--- config.mk ---
export PLATFORM = sky130hd
export DESIGN_NAME = period_meter_flat
export DESIGN_NICKNAME = d
export VERILOG_FILES = /design/src/rtl/osc_pkg.sv /design/src/rtl/period_meter_if.sv /design/src/rtl/sync_edge.sv /design/src/rtl/period_meter.sv /design/src/flat_wrapper.sv
export SDC_FILE = /design/constraint.sdc
export NUM_CORES = 1
export LEC_CHECK = 0
export ABC_CLOCK_PERIOD_IN_PS = 2440
export CAP_MARGIN = 0
export CORE_MARGIN = 2
export CORE_UTILIZATION = 49
export CTS_BUF_LIST = sky130_fd_sc_hd__clkbuf_2 sky130_fd_sc_hd__clkbuf_4 sky130_fd_sc_hd__clkbuf_8
export DETAILED_ROUTE_END_ITERATION = 12
export GPL_ROUTABILITY_DRIVEN = 0
export PLACE_DENSITY = 0.74
export REMOVE_ABC_BUFFERS = 1
export SLEW_MARGIN = 25
export SYNTH_ARGS = -nofsm -noshare
export SYNTH_HDL_FRONTEND = slang
export SYNTH_SLANG_ARGS = --single-unit
--- constraint.sdc ---
create_clock -name clk -period 2.44 [get_ports clk]
set_input_delay 0.244 -clock clk [delete_from_list [all_inputs] [get_ports clk]]
set_output_delay 0.244 -clock clk [all_outputs]
set_load 0.02 [all_outputs]
--- src/rtl/osc_pkg.sv ---
// rtl/osc_pkg.sv - shared oscilloscope types and widths
package osc_pkg;

  typedef enum logic [1:0] {
    IDLE = 2'd0,
    ARM  = 2'd1,
    MEAS = 2'd2
  } meter_state_t;

  // Same width as the clock divider counter, so any divider setting can be measured back.
  localparam int METER_WIDTH_DEFAULT = 17;
  localparam int SYNC_STAGES_DEFAULT = 2;

endpackage

--- src/rtl/period_meter_if.sv ---
// rtl/period_meter_if.sv - control and measurement bundle of the period meter
interface period_meter_if
  import osc_pkg::*;
#(
  parameter int WIDTH = METER_WIDTH_DEFAULT
);
  logic             enable;
  logic             sig_in;
  logic [WIDTH-1:0] period;
  logic [WIDTH-1:0] high_time;
  logic [WIDTH-1:0] div_count;
  logic             odd;
  logic             valid;
  logic             timeout;

  modport master (
    output enable, sig_in,
    input  period, high_time, div_count, odd, valid, timeout
  );

  modport slave (
    input  enable, sig_in,
    output period, high_time, div_count, odd, valid, timeout
  );
endinterface

--- src/rtl/sync_edge.sv ---
// rtl/sync_edge.sv - synchronizer for an asynchronous input with rise/fall detect
module sync_edge #(
  parameter int SYNC_STAGES = 2
) (
  input  logic clk,
  input  logic rst_n,
  input  logic async_in,
  output logic s,
  output logic rise,
  output logic fall
);
  logic [SYNC_STAGES-1:0] chain_q, chain_d;
  logic                   s_d_q, s_d_d;

  always_comb begin
    chain_d = {chain_q[SYNC_STAGES-2:0], async_in};
    s_d_d   = chain_q[SYNC_STAGES-1];
  end

  always_ff @(posedge clk) begin
    if (!rst_n) begin
      chain_q <= '0;
      s_d_q   <= 1'b0;
    end else begin
      chain_q <= chain_d;
      s_d_q   <= s_d_d;
    end
  end

  assign s    = chain_q[SYNC_STAGES-1];
  assign rise = s & ~s_d_q;
  assign fall = ~s & s_d_q;
endmodule

--- src/rtl/period_meter.sv ---
// rtl/period_meter.sv - measures period and high time of an async square wave in clk cycles
module period_meter
  import osc_pkg::*;
#(
  parameter int WIDTH       = METER_WIDTH_DEFAULT,
  parameter int SYNC_STAGES = SYNC_STAGES_DEFAULT
) (
  input  logic          clk,
  input  logic          rst_n,
  period_meter_if.slave bus
);
  localparam logic [WIDTH-1:0] CNT_MAX = '1;
  localparam logic [WIDTH-1:0] CNT_ONE = {{(WIDTH-1){1'b0}}, 1'b1};

  logic s_unused, rise, fall;

  sync_edge #(.SYNC_STAGES(SYNC_STAGES)) u_sync (
    .clk      (clk),
    .rst_n    (rst_n),
    .async_in (bus.sig_in),
    .s        (s_unused),
    .rise     (rise),
    .fall     (fall)
  );

  meter_state_t     state_q, state_d;
  logic [WIDTH-1:0] cnt_q, cnt_d;
  logic [WIDTH-1:0] hi_cap_q, hi_cap_d;
  logic             seen_fall_q, seen_fall_d;
  logic [WIDTH-1:0] period_q, period_d;
  logic [WIDTH-1:0] high_time_q, high_time_d;
  logic [WIDTH-1:0] div_count_q, div_count_d;
  logic             odd_q, odd_d;
  logic             valid_q, valid_d;
  logic             timeout_q, timeout_d;

  always_comb begin
    state_d     = state_q;
    cnt_d       = cnt_q;
    hi_cap_d    = hi_cap_q;
    seen_fall_d = seen_fall_q;
    period_d    = period_q;
    high_time_d = high_time_q;
    div_count_d = div_count_q;
    odd_d       = odd_q;
    valid_d     = 1'b0;
    timeout_d   = timeout_q;

    if (!bus.enable) begin
      state_d     = IDLE;
      cnt_d       = '0;
      hi_cap_d    = '0;
      seen_fall_d = 1'b0;
    end else begin
      unique case (state_q)
        IDLE: state_d = ARM;
        ARM: begin
          if (rise) begin
            cnt_d       = CNT_ONE;
            hi_cap_d    = '0;
            seen_fall_d = 1'b0;
            state_d     = MEAS;
          end
        end
        MEAS: begin
          if (rise) begin
            // Restart the count on the same edge so back-to-back periods lose no cycle.
            period_d    = cnt_q;
            high_time_d = hi_cap_q;
            div_count_d = cnt_q >> 1;
            odd_d       = cnt_q[0];
            valid_d     = 1'b1;
            timeout_d   = 1'b0;
            cnt_d       = CNT_ONE;
            seen_fall_d = 1'b0;
          end else if (cnt_q == CNT_MAX) begin
            timeout_d = 1'b1;
            cnt_d     = '0;
            state_d   = ARM;
          end else begin
            cnt_d = cnt_q + CNT_ONE;
            if (fall && !seen_fall_q) begin
              hi_cap_d    = cnt_q;
              seen_fall_d = 1'b1;
            end
          end
        end
        default: state_d = ARM;
      endcase
    end
  end

  always_ff @(posedge clk) begin
    if (!rst_n) begin
      state_q     <= ARM;
      cnt_q       <= '0;
      hi_cap_q    <= '0;
      seen_fall_q <= 1'b0;
      period_q    <= '0;
      high_time_q <= '0;
      div_count_q <= '0;
      odd_q       <= 1'b0;
      valid_q     <= 1'b0;
      timeout_q   <= 1'b0;
    end else begin
      state_q     <= state_d;
      cnt_q       <= cnt_d;
      hi_cap_q    <= hi_cap_d;
      seen_fall_q <= seen_fall_d;
      period_q    <= period_d;
      high_time_q <= high_time_d;
      div_count_q <= div_count_d;
      odd_q       <= odd_d;
      valid_q     <= valid_d;
      timeout_q   <= timeout_d;
    end
  end

  assign bus.period    = period_q;
  assign bus.high_time = high_time_q;
  assign bus.div_count = div_count_q;
  assign bus.odd       = odd_q;
  assign bus.valid     = valid_q;
  assign bus.timeout   = timeout_q;
endmodule
--- src/flat_wrapper.sv ---
// flat-port wrapper written by rule: the top's interface ports become plain ports
module period_meter_flat import osc_pkg::*;
#(
  parameter int WIDTH       = METER_WIDTH_DEFAULT,
  parameter int SYNC_STAGES = SYNC_STAGES_DEFAULT
)
  (clk, rst_n, bus_enable, bus_sig_in, bus_period, bus_high_time, bus_div_count, bus_odd, bus_valid, bus_timeout);
  period_meter_if #(.WIDTH(WIDTH)) bus_i ();
  input  logic clk;
  input  logic rst_n;
  input wire logic [$bits(bus_i.enable)-1:0] bus_enable;
  input wire logic [$bits(bus_i.sig_in)-1:0] bus_sig_in;
  output wire logic [$bits(bus_i.period)-1:0] bus_period;
  output wire logic [$bits(bus_i.high_time)-1:0] bus_high_time;
  output wire logic [$bits(bus_i.div_count)-1:0] bus_div_count;
  output wire logic [$bits(bus_i.odd)-1:0] bus_odd;
  output wire logic [$bits(bus_i.valid)-1:0] bus_valid;
  output wire logic [$bits(bus_i.timeout)-1:0] bus_timeout;
  assign bus_i.enable = bus_enable;
  assign bus_i.sig_in = bus_sig_in;
  assign bus_period = bus_i.period;
  assign bus_high_time = bus_i.high_time;
  assign bus_div_count = bus_i.div_count;
  assign bus_odd = bus_i.odd;
  assign bus_valid = bus_i.valid;
  assign bus_timeout = bus_i.timeout;
  period_meter #(.WIDTH(WIDTH), .SYNC_STAGES(SYNC_STAGES)) u_core (.clk(clk), .rst_n(rst_n), .bus(bus_i));
endmodule
# Word level (Yosys, flattened, before mapping)
# Cells that the tools add are included.
# word_totals
regBits	93
output_inout_bits	54
wordCells	66
# op_classes
n_addsub	1
n_eq_ne	13
mux	22
n_bitwise	4
reduce_logical	13
# op_table
op	count
$mux W17	7
$pmux W17 S2	2
$add A17 B1 Y17 const B	1
$eq A17 B17 Y1 const B	1
$reduce_and A3 Y1	5
$ne A3 B2 Y1 const B	3
$mux W1	8
$mux W2	3
$ne A2 B1 Y1 const B	3
$reduce_and A5 Y1	1
$ne A2 B2 Y1 const B	2
$pmux W2 S2	1
$reduce_and A2 Y1	2
$reduce_and A4 Y1	1
$reduce_bool A2 Y1	2
$ne A3 B1 Y1 const B	1
$ne A3 B3 Y1 const B	1
$and A1 B1 Y1	2
$eq A2 B1 Y1 const B	1
$eq A2 B2 Y1 const B	1
$not A1 Y1	2
$pmux W1 S2	1
$logic_and A1 B1 Y1	1
$logic_not A1 Y1	1

# Logic depth before layout (Yosys ltp)
# Gate-level depths: netlist of run 1.
# depth
word_depth	7
ltp_mapped	10

# Cells and area by module
# A second synthesis of run 1 with hierarchy kept.
# hier_totals
hier_cells	320
area_unflattened_um2	3141.8
# modules_own_cells
mod	instances	cells_per_inst	area_per_inst_um2
period_meter	1	312	3050.4
sync_edge	1	8	91.3

# Least setup slack after synthesis of run 1
# No wires, ideal clock.
# synth_timing
kind	register -> register
from	register u_core.cnt_q[0]
to	register u_core.hi_cap_q[0]
setup_time_ps	59
arrival_ps	2395
t_required_ps	2381
path_slack_ps	-14
stages_incl_launch_ff	11
cell_sequence	dfxtp_1 ha_1 inv_1 nor4_1 and3_1 ha_1 nor4b_1 nand2b_1 a21oi_2 buf_2 a22o_1
# synth_between
elab_chain_len	4
elab_cells_between_ends	7
# synth_lines
element	line	source
from (decl)	period_meter.sv:27	logic [WIDTH-1:0] cnt_q, cnt_d;
from (signal assigned)	period_meter.sv:107	cnt_q <= cnt_d;
branches (longest 4 deep; another with $eq A17 B17 Y1)	-	
to (signal assigned)	period_meter.sv:108	hi_cap_q <= hi_cap_d;
to (decl)	period_meter.sv:28	logic [WIDTH-1:0] hi_cap_q, hi_cap_d;
# Parallel ways; which one is timed is not known. The select of a mux whose other input is x is not followed.
# A chain may end at the register's enable or synchronous reset.

# Worst setup path in the final report of run 1
# layout_timing
from	register u_core.cnt_q[0]
to	register u_core.hi_cap_q[2]
# layout_between
elab_chain_len	3
# layout_lines
element	line	source
$eq A17 B17 Y1	period_meter.sv:76	end else if (cnt_q == CNT_MAX) begin
$ne A2 B2 Y1 (no source line)	-	
$reduce_and A5 Y1 (no source line)	-	
# No other way between the ends.

==> results of run 1 <==
==> area by class of cell <==
class | count | area, um^2 | share of cell area, %
Clock buffer | 9 | 124 | 3.15
Clock inverter | 6 | 65.1 | 1.65
Inverter | 6 | 22.5 | 0.572
Multi-Input combinational cell | 233 | 1430 | 36.2
Sequential cell | 76 | 1520 | 38.7
Tap cell | 77 | 96.3 | 2.45
Timing Repair Buffer | 72 | 681 | 17.3
==> per-stage QoR <==
step	total power [uW]	cell area [um^2]	util (%)	worst slack [ps]
after floorplan	1320	2950	-	-102
after global placement	1360	3730	58.8	145
after detailed placement	1360	3730	58.8	43.7
after CTS	2290	3920	61.7	15.6
after global routing	2340	3940	62.0	-4.61
final	2260	3940	62.0	120
==> registers in the layout (all words and copies together), names as in the netlist <==
signal / count
u_core.seen_fall_q: 1
u_core.bus.period: 16
u_core.bus.div_count: 1
u_core.bus.valid: 1
u_core.u_sync.chain_q: 2
u_core.u_sync.s_d_q: 1
u_core.state_q: 2
u_core.cnt_q: 17
u_core.bus.timeout: 1
u_core.bus.high_time: 17
u_core.hi_cap_q: 17
==> worst paths after layout <==
kind / depth (start not counted) / endpoint / slack, ps / start
setup / recovery: 10 / u_core.hi_cap_q[2] / 120 / u_core.cnt_q[0]
hold / removal: 1 / u_core.u_sync.chain_q[1] / 440 / u_core.u_sync.chain_q[0]
setup reg to reg: 10 / u_core.hi_cap_q[2] / 120 / u_core.cnt_q[0]
hold reg to reg: 1 / u_core.u_sync.chain_q[1] / 440 / u_core.u_sync.chain_q[0]
==> power groups by stage <==
| stage | Combinational [uW] | Sequential [uW] | Clock, uW |
|---|---|---|---|
| 2_1_floorplan | 45.9 | 1280 | 0 |
| 3_3_place_gp | 80.4 | 1280 | 0 |
| 3_5_place_dp | 81.7 | 1280 | 0 |
| 4_1_cts | 81.9 | 1250 | 958 |
| 5_1_grt | 90.9 | 1250 | 1000 |
| 6_report | 81.8 | 1250 | 936 |
==> placed cells by master, fill, tap and decap left out, types with 2 or more instances in the layout <==
cell type / instances
a2111oi_2: 3
a21boi_0: 32
a21boi_1: 3
a21oi_1: 13
a22o_1: 17
a31oi_1: 4
and2_1: 6
and3_1: 2
buf_4: 16
clkbuf_8: 9
clkdlybuf4s50_1: 56
clkinv_2: 2
dfxtp_1: 76
ha_1: 4
inv_1: 6
nand2_1: 74
nand2b_1: 7
nand3_1: 5
nand4_1: 4
nor2_1: 12
nor2b_1: 2
nor4_1: 2
o2111ai_1: 2
o21ai_0: 15
or3_1: 4
xnor2_1: 4
xor2_1: 2
==> worst register-to-register path: stages (launching register included) <==
cell and delay [ps]:
dfxtp_1 310, ha_1 260, inv_1 160, nor4_4 80
and3_1 200, ha_1 200, nor4b_1 340, nand2b_1 200
a21oi_2 70, buf_4 170, a22o_1 230
==> metal layers <==
layer	track usage (%)	vias up
li1	-	1286
met1	23.4	1186
met2	29.0	61
met3	4.47	10
met4	8.23	0
met5	0	-
==> timing repair <==
item                                   CTS  global route
setup endpoints to repair                0            29
endpoints found under the hold margin    0             0
resized for setup                        0             3
==> cells by family after synthesis <==
family / Yosys count
and+or+nand+nor: 128
buffers and inverters: 48
DFF: 76
AOI/OAI and AO/OA: 94
other: 1
adders and majority gates: 4
xor gates and xnor gates: 6
==> flow_metrics.env, run 1 <==
export IMPL_outcome="finished clean"
export IMPL_clk_insertion_delay_late_ps=350
export IMPL_synth_compound_area_share_pct=21.9
export IMPL_slew_headroom_pct=60.6
export IMPL_synth_simple_gate_area_share_pct=18.7
export IMPL_grt_pass1_vias=2361
export IMPL_fp_row_count=29
export IMPL_cts_sinks=76
export IMPL_cp_num_buf_inv=2
export IMPL_hold_ws_ps=439
export IMPL_fin_setup_tns_ps=0
export IMPL_globalRouteOverflowTotal=0
export IMPL_synth_edf_count=0
export IMPL_timing_final_crit_share_pct=95.1
export IMPL_cp_max_fo=8
export IMPL_synth_xor_area_share_pct=1.64
export IMPL_die_area_um2=7220
export IMPL_synth_top_cell_area_share_pct=47.4
export IMPL_endpoint_kind="flop"
export IMPL_ys_warn_count=0
export IMPL_grt_pass1_wl_mm=10.7
export IMPL_wirelength_mm=6.31
export IMPL_power_frac_clock_pct=41.3
export IMPL_max_slew_worst_pin_slew_ps=589
export IMPL_htreeDepth=3
export IMPL_cts_root_buf="clkbuf_8"
export IMPL_power_frac_seq_pct=55.1
export IMPL_yosysUniqueCellTypes=42
export IMPL_chipWidth_um=85.0
export IMPL_synthArstFlopShare_pct=0
export IMPL_grt_max_degree=41
export IMPL_p_switching_uw=521
export IMPL_synth_seq_cells=76
export IMPL_grt_antenna_before_repair=0
export IMPL_drt_wirelength_per_cell_um=13.2
export IMPL_cp_arrival_ps=2560
export IMPL_ant_nets=0
export IMPL_power_density_nw_per_um2=575
export IMPL_synth_area_mux_share_pct=0
export IMPL_slew_violations=0
export IMPL_clockBufferDepth=2
export IMPL_cts_hold_buffers=0
export IMPL_syn_inst=357
export IMPL_cp_cell_sequence="ha_1, inv_1, nor4_4, and3_1, ha_1, nor4b_1, nand2b_1, a21oi_2, buf_4, a22o_1"
export IMPL_max_freq_ghz=0.431
export IMPL_cts_setup_buffers=0
export IMPL_cpMaxStageDelayCell="nor4b_1"
export IMPL_skew_ps=8.69
export IMPL_p_int_uw=1740
export IMPL_power_leakage_uw=0.00135
export IMPL_numCtsBuffers=9
export IMPL_placed_cells=464
export IMPL_hpwl_mm=4.40
export IMPL_met2WireLength_mm=2.95
export IMPL_combPwrFrac_pct=3.6
export IMPL_wl_met3_um=265
export IMPL_synth_most_common_cell="dfxtp_1"
export IMPL_cpLargestDelayFamily="simple AND/OR/NAND/NOR gates"
export IMPL_synth_common_cells="dfxtp_1 (76), nand2_1 (74), a21boi_0 (32), buf_4 (21), a22o_1 (17)"
export IMPL_wl_met1_mm=2.98
export IMPL_gr_usage_all_layers_pct=18.2
export IMPL_drc_errors=0
export IMPL_antennaDiodeCount=0
export IMPL_required_ps=2680
export IMPL_drt_iter0_markers=132
export IMPL_hold_path_class="flop to flop"
export IMPL_crit_path_start_kind="flop"
export IMPL_vias_per_cell=5.31
export IMPL_layout_min_cycle_time_ps=2320
export IMPL_fillCellCount=551
export IMPL_first_pass_iters=5
export IMPL_cap_viol_max_count=0
export IMPL_clk_pin_slew_ps=80
export IMPL_synthAdderAreaFrac_pct=1.56
export IMPL_dieHeight_um=85.0
export IMPL_dr_total_vias=2543
export IMPL_cpMostUsedCell="ha_1"
export IMPL_area_growth_pct=22.5
export IMPL_critical_path_class="flop to flop"
export IMPL_drive_gt1_share_pct=10.4
export IMPL_hold_viol=0
export IMPL_swShare_pct=23.0
export IMPL_fin_nets=406
export IMPL_instances_no_fill=479
export IMPL_routed_top_layer="met4"
export IMPL_synth_area_um2=3210
export IMPL_coreArea_um2=6350
export IMPL_pin_count=58
export IMPL_max_stage_delay_ps=340
export IMPL_setup_violations=0
export IMPL_cts_tree="built"
export IMPL_synth_area_top_cells="dfxtp_1 (47%), nand2_1 (8.6%), a21boi_0 (7.5%), buf_4 (4.9%), a22o_1 (4.6%)"
export IMPL_start_util_pct=50.6
export IMPL_synth_top_family_by_area="compound AO/OA/AOI/OAI gates"
export IMPL_max_vdd_ir_drop_v=0.000371
export IMPL_synth_main_ff_cell="dfxtp_1"
export IMPL_port_buffers=56
export IMPL_synth_top_area_cell="dfxtp_1"
export IMPL_syn_area_per_cell_um2=9.00
export IMPL_ys_seq_area_share_pct=47.4
Note: power is estimated with default switching activity, not from simulation.
==> inputs of run 2 (changes only) <==
Settings changed: CELL_PAD_IN_SITES_DETAIL_PLACEMENT from default to 1, CELL_PAD_IN_SITES_GLOBAL_PLACEMENT from default to 2, CORE_UTILIZATION 49 to 29, PLACE_DENSITY 0.74 to 0.73.
==> flow_metrics.env, run 2 (synthesized netlist as in run 1, its figures left out) <==
export IMPL_outcome="finished clean"
export IMPL_place_ws_ps=31.1
export IMPL_fin_nets=410
export IMPL_placed_cell_area_um2=3840
export IMPL_numCtsBuffers=9
export IMPL_vias_per_cell=4.71
export IMPL_cpMaxStageDelayCell="nor4b_1"
export IMPL_cp_arrival_ps=2470
export IMPL_cpLargestDelayFamily="simple AND/OR/NAND/NOR gates"
export IMPL_hold_viol=0
export IMPL_power_leakage_uw=0.00137
export IMPL_max_stage_delay_ps=330
export IMPL_crit_path_start_kind="flop"
export IMPL_fp_row_count=38
export IMPL_coreArea_um2=10800
export IMPL_worst_path_stages=10
export IMPL_cts_sinks=76
export IMPL_port_buffers=56
export IMPL_layout_min_cycle_time_ps=2230
export IMPL_slew_headroom_pct=65.9
export IMPL_grt_max_degree=36
export IMPL_final_common_cell="dfxtp_1"
export IMPL_hpwl_mm=5.38
export IMPL_dieHeight_um=109
export IMPL_antennaDiodeCount=0
export IMPL_chipWidth_um=109
export IMPL_ant_nets=0
export IMPL_utilization_pct=37.5
export IMPL_clk_pin_slew_ps=80
export IMPL_fin_ws_ps=213
export IMPL_critical_path_class="flop to flop"
export IMPL_power_density_nw_per_um2=590
export IMPL_cpMostUsedCell="ha_1"
export IMPL_cp_startpoint="u_core.cnt_q[0]"
export IMPL_cp_cell_sequence="ha_1, inv_1, nor4_2, and3_1, ha_1, nor4b_1, nand2b_1, a21oi_2, buf_4, a22o_1"
export IMPL_grt_pass1_wl_mm=12.8
export IMPL_cp_num_buf_inv=2
export IMPL_max_slew_worst_pin_slew_ps=510
export IMPL_wirelength_mm=7.52
export IMPL_drt_iter0_markers=49
export IMPL_grt_pass1_vias=2612
export IMPL_max_vdd_ir_drop_v=0.000206
export IMPL_drive_gt1_share_pct=11.3
export IMPL_clockBufferDepth=2
export IMPL_r2r_slack_ps=210
export IMPL_critPathCapture="u_core.hi_cap_q[0]"
export IMPL_drt_wirelength_per_cell_um=13.8
export IMPL_clk_insertion_delay_late_ps=350
export IMPL_timing_final_crit_share_pct=91.3
export IMPL_dr_total_vias=2570
export IMPL_slew_violations=0
export IMPL_cts_setup_buffers=0
export IMPL_globalRouteOverflowTotal=0
export IMPL_grt_antenna_before_repair=0
export IMPL_final_cell_mix="dfxtp_1 (76), nand2_1 (74), clkdlybuf4s50_1 (56), a21boi_0 (32), buf_4 (20)"
export IMPL_cap_viol_max_count=0
export IMPL_cts_root_buf="clkbuf_8"
export IMPL_cts_hold_buffers=0
export IMPL_power_uw=2400
export IMPL_rsz0062_at_grt="no"
export IMPL_setup_violations=0
export IMPL_start_util_pct=29.6
export IMPL_cts_resized=0
export IMPL_die_area_um2=11900
export IMPL_first_pass_iters=4
export IMPL_htreeDepth=3
export IMPL_endpoint_kind="flop"
export IMPL_regToRegStartpoint="u_core.cnt_q[0]"
export IMPL_fin_area_um2=4070
export IMPL_gr_usage_all_layers_pct=13.8
export IMPL_cp_max_fo=17
export IMPL_drc_errors=0
export IMPL_hold_ws_ps=439
export IMPL_rr_worst_depth=10
export IMPL_required_ps=2680
export IMPL_hold_path_class="flop to flop"
export IMPL_cts_tree="built"
export IMPL_area_growth_pct=26.6
export IMPL_skew_ps=11.3
export IMPL_rr_endpoint="u_core.hi_cap_q[0]"
export IMPL_pin_count=58
export IMPL_max_freq_ghz=0.449
==> run 2: changes by cell type in the layout (fill, tap and decap cells not counted) <==
cell,change
clkinv_2,-1
clkinvlp_4,-1
bufinv_16,+1
nor4_4,-1
clkbuf_4,+1
inv_6,-1
nor4_2,+1
clkbuf_8,+1
buf_4,+4
==> run 2: layout make-up <==
type / count / area (um^2)
Fill cell: 1304 / 6770
Sequential cell: 76 / 1520
Multi-Input combinational cell: 233 / 1420
Timing Repair Buffer: 76 / 711
Tap cell: 140 / 175
Clock buffer: 11 / 145
Clock inverter: 4 / 73.8
Inverter: 6 / 22.5
==> run 2: worst min path at each step <==
| stage | from | end | slack, ps | depth (start not counted) |
|---|---|---|---|---|
| after floorplan | rst_n | u_core.bus.timeout | 360 | 2 |
| after global placement | u_core.u_sync.chain_q[0] | u_core.u_sync.chain_q[1] | 420 | 1 |
| after detailed placement | u_core.u_sync.chain_q[0] | u_core.u_sync.chain_q[1] | 420 | 1 |
| after CTS | u_core.u_sync.chain_q[0] | u_core.u_sync.chain_q[1] | 440 | 1 |
| after global routing | u_core.u_sync.chain_q[0] | u_core.u_sync.chain_q[1] | 460 | 1 |
| final | u_core.u_sync.chain_q[0] | u_core.u_sync.chain_q[1] | 440 | 1 |
==> run 2: worst register-to-register path, stage by stage (launching register included) <==
cell and delay [ps]:
dfxtp_1 320, ha_1 210, inv_1 100, nor4_2 60, and3_1 190, ha_1 200, nor4b_1 330, nand2b_1 200
a21oi_2 60, buf_4 200, a22o_1 250
==> run 2: metal layers <==
layer  up-vias  routed length [um]  part of all wire (%)  global-route usage, %
met5         -                   0                     0                      0
met4         0                 100                   1.3                   4.61
met3         7                 241                   3.2                   3.77
met2        36                3500                    46                   22.3
met1      1230                3680                    49                   17.9
li1       1297                   -                     -                      -
==> run 2: report_power, final <==
group	leakage (uW)	total, uW	internal (uW)	switching [uW]
logic	0.000642	86.2	33.4	52.8
clock network	0.000113	1060	610	454
registers	0.000613	1250	1240	3.62
total	0.00137	2400	1890	511
==> run 2: per-stage QoR <==
step           TNS, ps  std cells
2_1_floorplan    -1760        315
3_3_place_gp         0        531
3_5_place_dp         0        531
4_1_cts              0        546
5_1_grt              0        546
6_report             0        546
==> inputs of run 3 (changes only) <==
Settings changed: TNS_END_PERCENT from default to 30.
==> results of run 3 <==
Same layout as run 2: the final DEF is identical, and so are final timing and power.
